--- src/rtl/hazard_ctrl.sv ---
// Pipeline hazard unit: operand forwarding, load-use/branch/memory-wait
// stall and flush control, memory timeout detection and stall statistics.
module hazard_ctrl #(
  parameter int unsigned REG_ADDR_W = 5,
  parameter int unsigned TIMEOUT    = 16
) (
  input  logic                  clk,
  input  logic                  rst,
  input  logic [REG_ADDR_W-1:0] rs1_d,
  input  logic [REG_ADDR_W-1:0] rs2_d,
  input  logic [REG_ADDR_W-1:0] rs1_e,
  input  logic [REG_ADDR_W-1:0] rs2_e,
  input  logic [REG_ADDR_W-1:0] rd_e,
  input  logic                  mem_read_e,
  input  logic                  pc_src_e,
  input  logic [REG_ADDR_W-1:0] rd_m,
  input  logic                  reg_write_m,
  input  logic [REG_ADDR_W-1:0] rd_w,
  input  logic                  reg_write_w,
  input  logic                  dmem_req_m,
  input  logic                  dmem_ready,
  output logic [1:0]            fwd_a_e,
  output logic [1:0]            fwd_b_e,
  output logic                  stall_f,
  output logic                  stall_d,
  output logic                  stall_e,
  output logic                  stall_m,
  output logic                  flush_d,
  output logic                  flush_e,
  output logic                  flush_w,
  output logic                  err_timeout,
  output logic [15:0]           stall_cnt
);

  localparam int unsigned WAIT_W = 8;
  localparam int unsigned CNT_W  = 16;

  localparam logic [1:0] RUN      = 2'd0;
  localparam logic [1:0] MEM_WAIT = 2'd1;
  localparam logic [1:0] ERROR    = 2'd2;

  logic [1:0]        state;
  logic [1:0]        state_nxt;
  logic [WAIT_W-1:0] wait_cnt;
  logic [WAIT_W-1:0] wait_nxt;
  logic              mem_stall;
  logic              load_use;

  assign mem_stall = dmem_req_m & ~dmem_ready;
  assign load_use  = mem_read_e & (rd_e != '0) & ((rd_e == rs1_d) | (rd_e == rs2_d));

  // State, wait counter and saturating stall statistics
  always_ff @(posedge clk) begin
    if (rst) begin
      state     <= RUN;
      wait_cnt  <= '0;
      stall_cnt <= '0;
    end else begin
      state    <= state_nxt;
      wait_cnt <= wait_nxt;
      if (stall_f && (stall_cnt != '1)) begin
        stall_cnt <= stall_cnt + CNT_W'(1);
      end
    end
  end

  // Next-state: count consecutive memory-stall cycles until timeout
  always_comb begin
    state_nxt = state;
    wait_nxt  = wait_cnt;
    case (state)
      RUN: begin
        if (mem_stall) begin
          state_nxt = MEM_WAIT;
          wait_nxt  = WAIT_W'(1);
        end
      end
      MEM_WAIT: begin
        if (!mem_stall) begin
          state_nxt = RUN;
          wait_nxt  = '0;
        end else if (wait_cnt == WAIT_W'(TIMEOUT - 1)) begin
          state_nxt = ERROR;
        end else begin
          wait_nxt = wait_cnt + WAIT_W'(1);
        end
      end
      ERROR: begin
        state_nxt = ERROR;
      end
      default: begin
        state_nxt = RUN;
        wait_nxt  = '0;
      end
    endcase
  end

  // Stall/flush priority: error, memory wait, branch, load-use
  always_comb begin
    stall_f     = 1'b0;
    stall_d     = 1'b0;
    stall_e     = 1'b0;
    stall_m     = 1'b0;
    flush_d     = 1'b0;
    flush_e     = 1'b0;
    flush_w     = 1'b0;
    err_timeout = 1'b0;
    if (state == ERROR) begin
      stall_f     = 1'b1;
      stall_d     = 1'b1;
      stall_e     = 1'b1;
      stall_m     = 1'b1;
      flush_w     = 1'b1;
      err_timeout = 1'b1;
    end else if (mem_stall) begin
      stall_f = 1'b1;
      stall_d = 1'b1;
      stall_e = 1'b1;
      stall_m = 1'b1;
      flush_w = 1'b1;
    end else if (pc_src_e) begin
      flush_d = 1'b1;
      flush_e = 1'b1;
    end else if (load_use) begin
      stall_f = 1'b1;
      stall_d = 1'b1;
      flush_e = 1'b1;
    end
  end

  // Operand forwarding, memory stage has priority; x0 is never forwarded
  always_comb begin
    fwd_a_e = 2'b00;
    fwd_b_e = 2'b00;
    if (reg_write_m && (rd_m != '0) && (rd_m == rs1_e)) begin
      fwd_a_e = 2'b10;
    end else if (reg_write_w && (rd_w != '0) && (rd_w == rs1_e)) begin
      fwd_a_e = 2'b01;
    end
    if (reg_write_m && (rd_m != '0) && (rd_m == rs2_e)) begin
      fwd_b_e = 2'b10;
    end else if (reg_write_w && (rd_w != '0) && (rd_w == rs2_e)) begin
      fwd_b_e = 2'b01;
    end
  end

endmodule

--- config.mk ---
export PLATFORM = sky130hd
export DESIGN_NAME = hazard_ctrl
export DESIGN_NICKNAME = d
export VERILOG_FILES = /design/src/rtl/hazard_ctrl.sv
export SDC_FILE = /design/constraint.sdc
export NUM_CORES = 1
export LEC_CHECK = 0
export ABC_AREA = 0
export CAP_MARGIN = 30
export CELL_PAD_IN_SITES_DETAIL_PLACEMENT = 1
export CELL_PAD_IN_SITES_GLOBAL_PLACEMENT = 1
export CORE_MARGIN = 2
export CORE_UTILIZATION = 27
export DETAILED_ROUTE_END_ITERATION = 12
export GPL_ROUTABILITY_DRIVEN = 0
export PLACE_DENSITY_LB_ADDON = 0.08
export SYNTH_ARGS = -nofsm -noshare
export SYNTH_HDL_FRONTEND = slang
export SYNTH_SLANG_ARGS = --single-unit
export TNS_END_PERCENT = 50
--- constraint.sdc ---
create_clock -name clk -period 2.2 [get_ports clk]
set_clock_uncertainty 0.1 [all_clocks]
set_input_delay 0.33 -clock clk [delete_from_list [all_inputs] [get_ports clk]]
set_output_delay 0.33 -clock clk [all_outputs]
set_load 0.02 [all_outputs]
==> impl_metrics.json, run 1 <==
{
  "status": "finished with violations",
  "violations": "negative setup slack",
  "die_w_um": 84.03,
  "async_flop_share_pct": 0,
  "rsz0062_at_grt": "true",
  "portBuffers": 70,
  "clockRootBuffer": "clkbuf_8",
  "placed_cells": 386,
  "htreeDepth": 1,
  "rows": 29,
  "startpoint": "rs1_e[2]",
  "drv_cap": 0,
  "final_common_cell": "buf_4",
  "numCtsBuffers": 3,
  "cts_tree": "done",
  "yosysUniqueCellTypes": 39,
  "timing.fmax_ghz": 0.4515,
  "ctsLongestPathBuffers": 2,
  "r2r-start": "stall_cnt[0]",
  "drive_gt1_share_pct": 25.24,
  "fp.dieH_um": 84.03,
  "num_antenna_cells": 0,
  "worst-slew-pin-transition_ns": 0.3525,
  "cp_max_fo": 2,
  "maxSlewViolCount": 0,
  "maxSlewHeadroom_pct": 76.33,
  "clock-sinks": 26,
  "start_util_pct": 27.55,
  "path_clk_slew_ns": 0.09,
  "final_nets": 363,
  "final.setup.worst_slack_ns": -0.01508,
  "first_pass_iters": 4,
  "min_period_ns": 2.215,
  "cp-start-kind": "primary input",
  "ir_drop_uv": 309.4,
  "wl_um": 6087,
  "wl_per_cell_um": 15.45,
  "io_pins": 71,
  "dr_total_vias": 1897,
  "r2r_slack_ns": 0.14,
  "hold_class": "flip-flop to flip-flop",
  "grt-ovfl-total": 0,
  "switching_share_pct": 26.21,
  "p_leak_nw": 1.225,
  "switchingPower_mw": 0.3136,
  "drc": 0,
  "clk-insertion-delay-late_ns": 0.27,
  "setup_viol": 2,
  "crit_type": "primary input to primary output",
  "synth_cells": 212,
  "synth_fp_nets": 257,
  "synth_edf_count": 0,
  "hpwl_um": 4566,
  "mostFrequentLayoutCells": "buf_4, clkdlybuf4s50_1, xor2_1, dfxtp_1, nor2_1",
  "grtUsageTotal_pct": 17.06,
  "fillCellCount": 761,
  "yosysWarnings": 0,
  "r2r-end": "stall_cnt[15]",
  "die-area_um2": 7060,
  "ys_ff_latch": 26,
  "grt_max_degree": 21,
  "netlist_area_um2": 1729,
  "power_mw": 1.197,
  "reg2regPathDepth": 8,
  "hold_violations": 0,
  "slowest_stage": "or4_4",
  "finalCritPeriodShare_pct": 100.7,
  "avgSynthCellArea_um2": 8.156,
  "internal_power_mw": 0.8831,
  "p_per_area_nw_per_um2": 406.6,
  "cp.arrival_ns": 1.79,
  "worst_ep_required_time_ns": 1.77,
  "antenna_found_initial": 0,
  "holdWs_ns": 0.4150,
  "viasPerCell": 4.815,
  "power.share.sequential_pct": 40.3,
  "final_util_pct": 46.88,
  "synth-seq-area-share_pct": 30.10,
  "critical_path.cell_chain": "dlygate4sd2_1 -> xor2_1 -> or4_4 -> nor4_4 -> buf_4",
  "pwr-share-comb_pct": 26.3,
  "area_growth_pct": 70.19,
  "cp-endpoint": "fwd_a_e[0]",
  "grt_pass1_wl_um": 9942,
  "critical_path.endpoint_type": "primary output",
  "finalNonFillerCells": 394,
  "first_iter_violations": 22,
  "grt_pass1_vias": 2006,
  "postRouteAntennaNets": 0,
  "ys.flop_type": "dfxtp_1",
  "critPathMaxStageDelay_ns": 0.55,
  "coreArea_um2": 6277,
  "clockPowerShare_pct": 33.4
}
-- area by class of cell --
cell class	count	area (µm²)	share of cell area, %
inverters	9	33.78	1.148
clock inverters	1	30.03	1.020
repair buffers	109	978.4	33.25
flip-flops and latches	26	521.8	17.73
clock buffers	3	41.29	1.403
multi-input cells	169	1241	42.18
well taps	77	96.34	3.274
-- flip-flops by register name (all words and copies together) (netlist names) --
signal,count
stall_cnt,16
wait_cnt,8
state,2
-- cells in the mapped netlist (all sizes together), types with 2 or more instances --
master / instances / area (µm²)
or3: 10 / 62.56
buf: 7 / 63.80
nand4: 2 / 18.77
xnor2: 9 / 78.83
mux2i: 2 / 20.02
o31ai: 4 / 30.03
nand3: 15 / 75.07
nor3b: 2 / 20.02
and3: 2 / 12.51
nand2b: 3 / 18.77
dfxtp: 26 / 520.5
ha: 2 / 25.02
inv: 9 / 33.78
or4: 11 / 86.33
nor4: 5 / 46.29
nand2: 5 / 18.77
nor2: 24 / 90.09
a21oi: 20 / 100.1
xor2: 29 / 254.0
nor3: 2 / 10.01
o21ai: 13 / 65.06
-- per-stage QoR --
stage | TNS (ns) | setup WS, ns | instance area, µm²
6_report | -0.01901 | -0.01508 | 2943
5_1_grt | -0.2807 | -0.07271 | 2943
4_1_cts | -0.01458 | -0.01458 | 2858
3_5_place_dp | -10.59 | -0.7920 | 2746
3_3_place_gp | -9.974 | -0.7957 | 2746
2_1_floorplan | -0.09577 | -0.06395 | 1742
-- worst min path at each step --
stage               cells past startpoint    startpoint           end
floorplan                               2   wait_cnt[7]   wait_cnt[7]
detailed placement                      2   wait_cnt[7]   wait_cnt[7]
finish                                  2   wait_cnt[7]   wait_cnt[7]
CTS                                     2   wait_cnt[7]   wait_cnt[7]
global placement                        2   wait_cnt[7]   wait_cnt[7]
global route                            2  stall_cnt[6]  stall_cnt[6]
-- worst max-delay path, delay by kind of cell --
kind | cells | cell delay, ns
simple gates | 2 | 0.84
buf+inv | 2 | 0.45
xor+xnor | 1 | 0.16
-- repair_timing --
action | CTS | global route
setup buffers | 1 | 2
pin swaps | 15 | 8
setup endpoints to repair | 26 | 20
gates cloned | 1 | 0
hold buffers | 0 | 0
resized for setup | 88 | 23
-- per-layer routing --
metal	GRT usage, %	wire length (µm)
met1	21.46	2714
met2	30.09	3118
met3	3.165	164
met4	3.812	89
met5	0	0
-- power by group through the flow --
stage	Clock, mW	Sequential, mW	Combinational [mW]
6_report	0.400	0.482	0.315
5_1_grt	0.440	0.483	0.340
4_1_cts	0.418	0.482	0.305
3_5_place_dp	0	0.492	0.294
3_3_place_gp	0	0.492	0.289
2_1_floorplan	0	0.497	0.117
-- logic make-up (layout without fill, tap and decap cells) --
| group | after synthesis | count (layout) | share of synthesized area, % |
|---|---|---|---|
| AO/OA/AOI/OAI | 45 | 45 | 15.27 |
| XOR/XNOR | 38 | 38 | 19.25 |
| adder cells (fa/ha/maj) | 2 | 2 | 1.447 |
| buffers and inverters | 17 | 122 | 5.860 |
| flip-flops | 26 | 26 | 30.10 |
| multiplexers | 2 | 2 | 1.158 |
| AND/OR/NAND/NOR | 82 | 82 | 26.92 |
Note: power is estimated with default switching activity, not from simulation.
==> run 2: changes to the inputs <==
- ABC_AREA: 0 -> 1
- CORE_UTILIZATION: 27 -> 31
- SLEW_MARGIN: unset -> 0
- clock period: 2.2 -> 2.3 ns (I/O delays scaled with it)
==> run 2 against run 1 <==
Effect of this change:
- sequential cell count did not move
- power shrank 2.5%
- highest routed layer unchanged
- the flow now finishes without violations
- combinational power fell by 2%
- largest power group unchanged
==> impl_metrics.json, run 2 <==
{
  "status": "finished, final reports clean",
  "yosysWarnings": 0,
  "fp.dieH_um": 86.62,
  "maxSlewViolCount": 0,
  "path_delay_family": "buffers and inverters",
  "io_pins": 71,
  "finalCritPeriodShare_pct": 97.26,
  "first_iter_violations": 47,
  "cp-start-kind": "primary input",
  "p_per_area_nw_per_um2": 369.7,
  "coreArea_um2": 6681,
  "ctsLongestPathBuffers": 2,
  "cp.arrival_ns": 1.79,
  "yosys.area_share.simple_pct": 38.26,
  "htreeDepth": 1,
  "rsz0062_at_grt": "false",
  "yosys.area_share.adder_pct": 1.183,
  "ys.flop_type": "dfxtp_1",
  "first_pass_iters": 4,
  "p_leak_nw": 1.375,
  "grtUsageTotal_pct": 18.39,
  "crit_buf_inv": 2,
  "synth_fp_nets": 375,
  "grt_pass1_vias": 2438,
  "drv_cap": 0,
  "grt-ovfl-total": 0,
  "switchingPower_mw": 0.3221,
  "synth_xor_area_share_pct": 14.90,
  "final_util_pct": 47.21,
  "largest_reg_flops": 16,
  "worst-slew-pin-transition_ns": 0.4238,
  "switching_share_pct": 27.62,
  "grt_max_degree": 18,
  "pwr-share-comb_pct": 26.4,
  "viasPerCell": 4.762,
  "start_util_pct": 31.67,
  "ys_ff_latch": 26,
  "drc": 0,
  "min_period_ns": 2.237,
  "worst_ep_required_time_ns": 1.86,
  "synth_most_common_cell": "nand2_1",
  "final_common_cell": "nand2_1",
  "setup_viol": 0,
  "async_flop_share_pct": 0,
  "critPathMaxStageDelay_ns": 0.46,
  "antenna_found_initial": 1,
  "ir_drop_uv": 386.0,
  "area_growth_pct": 49.08,
  "synth-seq-area-share_pct": 24.60,
  "hpwl_um": 5296,
  "internal_power_mw": 0.8441,
  "grt_pass1_wl_um": 11230,
  "final_nets": 466,
  "netlist_area_um2": 2116,
  "tns_ns": 0,
  "postRouteAntennaNets": 0,
  "synth_cells": 330,
  "portBuffers": 70,
  "wl_per_cell_um": 13.24,
  "path_clk_slew_ns": 0.10,
  "power.share.sequential_pct": 39.9,
  "dr_total_vias": 2386,
  "synthTopCellsByArea": "dfxtp_1, nand2_1, xor2_1",
  "drive_gt1_share_pct": 14.52,
  "yosysUniqueCellTypes": 28,
  "largest_registers": "stall_cnt: 16 flops, wait_cnt: 8 flops, state: 2 flops",
  "die_w_um": 86.62,
  "design_area_um2": 3154,
  "critical_path.cell_chain": "clkdlybuf4s50_1 -> xnor2_1 -> nand3_1 -> nor4_2 -> dlygate4sd1_1",
  "yosysTopAreaCell": "dfxtp_1",
  "cp_max_fo": 2,
  "hold_violations": 0,
  "clockPowerShare_pct": 33.7,
  "synth_mux_area_share_pct": 0,
  "top_register": "stall_cnt",
  "synth_edf_count": 0,
  "clk-insertion-delay-late_ns": 0.28,
  "clock-sinks": 26,
  "cts_hold_buffers": 0,
  "synth_compound_area_share_pct": 9.462,
  "die-area_um2": 7502,
  "crit_type": "primary input to primary output",
  "timing.fmax_ghz": 0.4470,
  "clockRootBuffer": "clkbuf_8",
  "wl_um": 6631,
  "rows": 30,
  "slowest_stage": "clkdlybuf4s50_1",
  "numCtsBuffers": 3,
  "hold_class": "flip-flop to flip-flop",
  "yosys-top-cells-count": "nand2_1, inv_1, nor2_1",
  "mostFrequentLayoutCells": "nand2_1, clkdlybuf4s50_1, inv_1, nor2_1, buf_4",
  "dpl_cell_area_um2": 3035,
  "cts_tree": "done",
  "maxSlewHeadroom_pct": 71.66,
  "critical_path.endpoint_type": "primary output",
  "yosysTopAreaCellShare_pct": 24.60,
  "avgSynthCellArea_um2": 6.411,
  "synth_top_family_by_area": "simple AND/OR/NAND/NOR gates"
}
==> run 2: cells by family (layout without fill, tap and decap cells) <==
kind of cell	after synthesis	count (layout)
AOI/OAI and AO/OA	32	32
buffers and inverters	57	147
DFF	26	26
adders and majority gates	2	2
and+or+nand+nor	177	177
xor gates and xnor gates	36	36
other	0	1
==> run 2: per-stage QoR <==
step                      hold WS (ns)  setup slack, ns  instances  total power, mW
after floorplan                 0.3141          0.05643        330           0.6172
after CTS                       0.3881         -0.04947        499            1.179
final                           0.3859          0.06307        501            1.166
after global placement          0.3711          -0.3973        495           0.7787
after global routing            0.4295         0.003202        501            1.233
after detailed placement        0.3720          -0.4720        495           0.7824
==> run 2: worst min-delay path: stages (launching register included) <==
cell	delay [ns]
dfxtp_1	0.33
nand2_1	0.06
a21oi_1	0.05
==> run 2: area by class of cell <==
| cell class | count | area [µm²] |
|---|---|---|
| multi-input cells | 247 | 1403 |
| clock inverters | 1 | 30.03 |
| repair buffers | 96 | 880.8 |
| well taps | 80 | 100.1 |
| diodes | 1 | 2.502 |
| fillers | 887 | 3527 |
| clock buffers | 3 | 41.29 |
| inverters | 47 | 176.4 |
| flip-flops and latches | 26 | 520.5 |
==> run 2: path summary, 6_finish.rpt <==
path         cells past startpoint      endpoint          from  slack (ns)
max                              5    fwd_a_e[1]      rs1_e[4]        0.06
min                              2   wait_cnt[4]   wait_cnt[4]        0.39
max reg2reg                     10  stall_cnt[1]  stall_cnt[0]        0.24
min reg2reg                      2   wait_cnt[4]   wait_cnt[4]        0.39
==> run 2: power groups by stage <==
stage                     Sequential [mW]  Clock [mW]  Combinational (mW)
final                               0.465       0.393               0.308
after global routing                0.466       0.424               0.342
after CTS                           0.465       0.407               0.307
after detailed placement            0.475           0               0.307
after global placement              0.475           0               0.304
after floorplan                     0.477           0               0.140
==> run 2: routing by layer <==
metal,routed length (µm),GRT usage (%),vias up
met5,0,0,-
met4,48,3.267,0
met3,131,2.000,7
met2,3539,35.38,37
met1,2913,21.98,1105
li1,-,-,1237
==> run 2: what timing repair did <==
item / in CTS / in global routing
setup endpoints to repair: 11 / 7
pin swaps: 1 / 3
setup buffers: 0 / 1
resized for setup: 38 / 18
